===== src/rtl/seg7_pkg.sv =====
// rtl/seg7_pkg.sv - shared constants for the seven-segment scan controller
package seg7_pkg;

    localparam int N_DIGITS = 8;

    localparam logic [7:0] SEG_OFF = 8'hFF;

    // Active-high gfedcba patterns for hex digits 0..F
    localparam logic [6:0] SEG_PATTERNS [16] = '{
        7'h3F, 7'h06, 7'h5B, 7'h4F, 7'h66, 7'h6D, 7'h7D, 7'h07,
        7'h7F, 7'h6F, 7'h77, 7'h7C, 7'h39, 7'h5E, 7'h79, 7'h71
    };

endpackage


===== src/rtl/seg7_decode.sv =====
// rtl/seg7_decode.sv - nibble to active-high gfedcba segment pattern
module seg7_decode
    import seg7_pkg::*;
(
    input  logic [3:0] nib,
    output logic [6:0] seg
);

    always_comb begin
        seg = SEG_PATTERNS[nib];
    end

endmodule


===== src/rtl/seg7_scan_ctrl.sv =====
// rtl/seg7_scan_ctrl.sv - 8-digit multiplexed seven-segment scanner with frame-aligned updates
module seg7_scan_ctrl
    import seg7_pkg::*;
#(
    parameter int SCAN_DIV  = 50000,
    parameter int GUARD_CYC = 2,
    parameter int BLANK_LZ  = 0
) (
    input  logic        clk,
    input  logic        reset,
    input  logic        en,
    input  logic        wr_en,
    input  logic [31:0] wr_data,
    input  logic [7:0]  wr_dp,
    output logic [7:0]  atog,
    output logic [7:0]  seg_cs,
    output logic        upd_pend,
    output logic        frame_done
);

    localparam int PW = (SCAN_DIV > 2) ? $clog2(SCAN_DIV) : 1;
    localparam logic [PW-1:0] PRESC_LAST = PW'(SCAN_DIV - 1);

    logic [PW-1:0] presc;
    logic [2:0]    idx;
    logic [31:0]   disp_val;
    logic [7:0]    disp_dp;
    logic [31:0]   pend_val;
    logic [7:0]    pend_dp;

    logic          slot_end;
    logic          frame_end;
    logic          guard;
    logic [3:0]    cur_nib;
    logic [6:0]    cur_seg;
    logic [7:0]    lz_blank;
    logic          zero_run;
    logic [7:0]    atog_nxt;
    logic [7:0]    seg_cs_nxt;

    assign slot_end   = en && (presc == PRESC_LAST);
    assign frame_end  = slot_end && (idx == 3'(N_DIGITS - 1));
    assign frame_done = frame_end;

    assign guard   = int'(presc) < GUARD_CYC;
    assign cur_nib = disp_val[{idx, 2'b00} +: 4];

    seg7_decode u_decode (
        .nib (cur_nib),
        .seg (cur_seg)
    );

    // A digit is a leading zero when it and every digit above it are zero
    always_comb begin
        lz_blank = '0;
        zero_run = 1'b1;
        for (int k = N_DIGITS - 1; k >= 1; k--) begin
            zero_run    = zero_run && (disp_val[4*k +: 4] == 4'h0);
            lz_blank[k] = zero_run && (BLANK_LZ != 0);
        end
    end

    always_comb begin
        atog_nxt   = SEG_OFF;
        seg_cs_nxt = SEG_OFF;
        if (en && !guard && !lz_blank[idx]) begin
            seg_cs_nxt = ~(8'd1 << idx);
            atog_nxt   = ~{disp_dp[idx], cur_seg};
        end
    end

    always_ff @(posedge clk) begin
        if (reset) begin
            presc    <= '0;
            idx      <= '0;
            disp_val <= '0;
            disp_dp  <= '0;
            pend_val <= '0;
            pend_dp  <= '0;
            upd_pend <= 1'b0;
            atog     <= SEG_OFF;
            seg_cs   <= SEG_OFF;
        end else begin
            if (!en) begin
                presc <= '0;
                idx   <= '0;
            end else if (slot_end) begin
                presc <= '0;
                idx   <= idx + 3'd1;
            end else begin
                presc <= presc + PW'(1);
            end

            if (wr_en) begin
                pend_val <= wr_data;
                pend_dp  <= wr_dp;
            end

            // A write landing on the commit cycle goes straight to the display
            if (frame_end && wr_en) begin
                disp_val <= wr_data;
                disp_dp  <= wr_dp;
                upd_pend <= 1'b0;
            end else if (frame_end && upd_pend) begin
                disp_val <= pend_val;
                disp_dp  <= pend_dp;
                upd_pend <= 1'b0;
            end else if (wr_en) begin
                upd_pend <= 1'b1;
            end

            atog   <= atog_nxt;
            seg_cs <= seg_cs_nxt;
        end
    end

endmodule


===== config.mk =====
export PLATFORM = sky130hd
export DESIGN_NAME = seg7_scan_ctrl
export DESIGN_NICKNAME = d
export VERILOG_FILES = /design/src/rtl/seg7_pkg.sv /design/src/rtl/seg7_decode.sv /design/src/rtl/seg7_scan_ctrl.sv
export SDC_FILE = /design/constraint.sdc
export NUM_CORES = 1
export LEC_CHECK = 0
export CAP_MARGIN = 40
export CORE_MARGIN = 8
export CORE_UTILIZATION = 55
export DETAILED_ROUTE_END_ITERATION = 10
export GPL_TIMING_DRIVEN = 0
export PLACE_DENSITY = 0.78
export SYNTH_ARGS = -nofsm -noshare
export SYNTH_HDL_FRONTEND = slang
export SYNTH_SLANG_ARGS = --single-unit

===== constraint.sdc =====
create_clock -name clk -period 3 [get_ports clk]
set_input_delay 0.6 -clock clk [delete_from_list [all_inputs] [get_ports clk]]
set_output_delay 0.6 -clock clk [all_outputs]
set_load 0.01 [all_outputs]

==> impl_metrics.py <==
metrics = {
    "critical_path": {
        "criticalPathCategory": "register to output port",
        "worstPathCellList": "ha_2, ha_2, inv_1, nor4_4, buf_6, dlymetal6s2s_1",
        "startpoint_type": "register",
        "cp_max_fo": 5,
        "crit_path_end_kind": "output port",
        "cp.required_ns": 2.40,
        "crit_top_cell": "ha_2",
        "slowest_stage": "dfxtp_4",
        "critPathMaxStageDelay_ns": 0.38,
        "arrival_ns": 2.00,
        "ff2ff_setup_slack_ns": 0.59,
        "timing.rr.start": "idx[0]$_SDFFE_PP0P_",
        "crit_start": "idx[1]$_SDFFE_PP0P_",
    },
    "route": {
        "avgRoutedWirePerCell_um": 16.1,
        "ant_nets": 0,
        "vias": 4022,
        "routed_via_density": 5.56,
        "first_iter_violations": 178,
        "wl_um": 11600,
        "firstDrtPassIters": 5,
        "drc": 0,
    },
    "yosys": {
        "synth.distinct_cells": 45,
        "syn_nets": 576,
        "synth-seq-cells": 116,
        "synth_top_flop_cell": "dfxtp_1",
        "synth_cells": 519,
        "syn_area_um2": 4950,
        "avgSynthCellArea_um2": 9.54,
        "ys_warn_count": 0,
        "synth-edff-count": 0,
        "async_flop_share": 0,
        "ys_seq_area_frac": 0.469,
    },
    "clock_tree": {
        "clock_path_buffers": 2,
        "cts_made_buffers": 17,
        "clk-insertion-delay-late_ns": 0.52,
        "root_buffer": "clkbuf_8",
        "clk_pin_slew_worst_paths_ns": 0.06,
        "htree_levels": 4,
        "cts_tree": "yes",
        "cts_sinks": 116,
    },
    "pwr": {
        "p_per_area_nw_per_um2": 586,
        "clkPwrFrac": 0.517,
        "ir_worst_vdd_uv": 413,
        "leakage_nw": 2.37,
        "cell_internal_pwr_mw": 2.87,
        "switching_share": 0.226,
        "netSwitchingPower_mw": 0.838,
        "power_frac_seq": 0.429,
        "p_comb_frac": 0.055,
    },
    "grt": {
        "grt_pass1_vias": 4112,
        "grt_pass1_wl_um": 19200,
        "track_usage": 0.188,
        "antenna_found_initial": 0,
        "grt_max_degree": 17,
        "gr-total-overflow": 0,
    },
    "timing": {
        "min_period_over_period": 0.868,
        "maxSlewViolCount": 0,
        "clock.fmax_mhz": 384,
        "skew_ns": 0.00957,
        "worst_slack_ns": 0.396,
        "setup_viol": 0,
        "min_period_ns": 2.60,
        "relSlewSlack": 0.439,
        "tightest_slew_ns": 0.831,
        "hold_viol": 0,
        "rsz0062_at_grt": "no",
    },
    "floorplanning": {
        "die_w_um": 111,
        "boundaryPins": 62,
        "num_rows": 34,
        "dieArea_um2": 12300,
        "start_util": 0.568,
        "core_um2": 8720,
        "fp.dieH_um": 111,
    },
    "hold_path": {
        "hold_path_class": "register to register",
        "worstHoldStart": "disp_dp[0]$_SDFFE_PP0P_",
    },
    "flow_run": {
        "cap_violations": 0,
    },
    "cells_and_area": {
        "final_core_util": 0.725,
        "antenna_cells": 0,
        "seqCellArea_um2": 2330,
        "final_cell_area_um2": 6330,
        "syn_to_final_growth_pct": 27.7,
        "drive_above_1_share": 0.146,
        "fin_nets": 660,
        "multi_input_area_um2": 2440,
        "nFillCells": 621,
    },
    "placement": {
        "gp_congestion": 0.838,
        "io_buffers": 60,
        "hpwl_um": 8020,
        "post_dp_cell_area_um2": 5690,
        "post-place-ws_ns": -0.209,
    },
    "status": {
        "status": "complete, no violations",
    },
}
[cells in the final DEF (no fill, tap or decap), types with 7 or more instances in the layout]
cell type        instances
inv_1                    8
ha_1                    11
clkbuf_1                15
nand3_1                 13
dfxtp_1                113
clkbuf_16               16
a22o_1                  14
mux2_2                  17
nor2_1                  52
clkdlybuf4s50_1         59
a21oi_1                 39
mux4_2                   8
xor2_1                   7
buf_2                    7
nor2b_1                 18
xnor2_1                  9
mux2i_1                 33
nand2_1                 85
[per-stage QoR]
step,setup TNS [ns],hold slack [ns],power (mW),std cells
detailed placement,-0.209,0.441,1.82,687
floorplan,0,0.429,1.73,519
CTS,0,0.450,3.72,724
global route,0,0.469,3.80,724
finish,0,0.451,3.71,724
global placement,-0.205,0.435,1.82,687
[power groups by stage]
stage / Clock, mW / Combinational [mW] / Sequential [mW]
after floorplan: 0 / 0.111 / 1.62
after global placement: 0 / 0.197 / 1.62
after detailed placement: 0 / 0.202 / 1.62
after CTS: 1.92 / 0.204 / 1.59
after global routing: 1.99 / 0.220 / 1.59
final: 1.92 / 0.204 / 1.59
[logic make-up (layout without fill, tap and decap cells)]
| family | count (synthesis) | count (layout) | share of synthesized area |
|---|---|---|---|
| AO/OA/AOI/OAI | 67 | 67 | 0.0874 |
| XOR/XNOR | 16 | 16 | 0.0283 |
| adder cells (fa/ha/maj) | 13 | 13 | 0.0328 |
| buffers and inverters | 42 | 139 | 0.0412 |
| flip-flops | 116 | 116 | 0.469 |
| multiplexers | 59 | 59 | 0.145 |
| AND/OR/NAND/NOR | 206 | 206 | 0.197 |
[repair_timing]
item	in CTS	in global routing
hold buffers	0	0
pin swaps	2	1
resized for setup	7	3
endpoints found under the setup margin	1	1
buffers inserted	5	0
[routing by layer]
metal,global-route usage,vias up,share of wire
met2,0.329,114,0.51
met1,0.208,1939,0.42
met5,0,-,0
met4,0.0856,0,0.021
met3,0.0492,23,0.048
li1,-,1946,-
[sequential cells by signal, indices dropped and copies added, names as in the netlist]
name and count:
idx 3, pend_val 32, pend_dp 8, presc 16, atog 8, upd_pend 1, seg_cs 8, disp_val 32
disp_dp 8
[cells in the mapped netlist, types with 2 or more instances]
cell type,instances,area share
nand4_1,6,0.0076
or2b_1,5,0.0076
buf_4,2,0.0030
a21oi_1,39,0.039
mux2i_1,33,0.067
o221ai_1,2,0.0035
a22o_1,14,0.025
nor3_2,3,0.0061
xnor2_1,9,0.016
nor2_1,52,0.039
inv_1,8,0.0061
dfxtp_1,116,0.47
nand3_1,14,0.014
and4_1,2,0.0035
nor3_1,5,0.0051
buf_6,4,0.0091
xor2_1,7,0.012
mux4_2,8,0.036
nand2_1,85,0.064
and3_1,2,0.0025
mux2_2,17,0.039
buf_2,7,0.0071
nor4_1,4,0.0051
nand2b_1,5,0.0063
nor2b_1,18,0.023
clkbuf_1,15,0.011
inv_2,2,0.0015
a211oi_1,3,0.0045
buf_1,3,0.0023
nor4_4,2,0.0086
ha_1,13,0.033
[worst max-delay path, delay by kind of cell, from the launching register on]
kind          cells  cell delay [ns]
flops             1             0.38
buf+inv           3             0.37
simple gates      1             0.35
fa+ha+maj         2             0.39
[path summary, 6_finish.rpt]
| path | endpoint | depth (start not counted) |
|---|---|---|
| min | disp_dp[0]$_SDFFE_PP0P_ | 2 |
| max | frame_done | 6 |
| max reg2reg | atog[0]$_SDFF_PP1_ | 7 |
| min reg2reg | disp_dp[0]$_SDFFE_PP0P_ | 2 |
[layout make-up]
type | count | share of cell area
multi-input combinational | 361 | 0.386
buffer | 31 | 0.0263
timing repair buffer | 65 | 0.101
tap | 108 | 0.0214
clock buffer | 17 | 0.0655
sequential | 116 | 0.368
inverter | 11 | 0.00653
clock inverter | 15 | 0.0247
(Power assumes the default switching activity.)
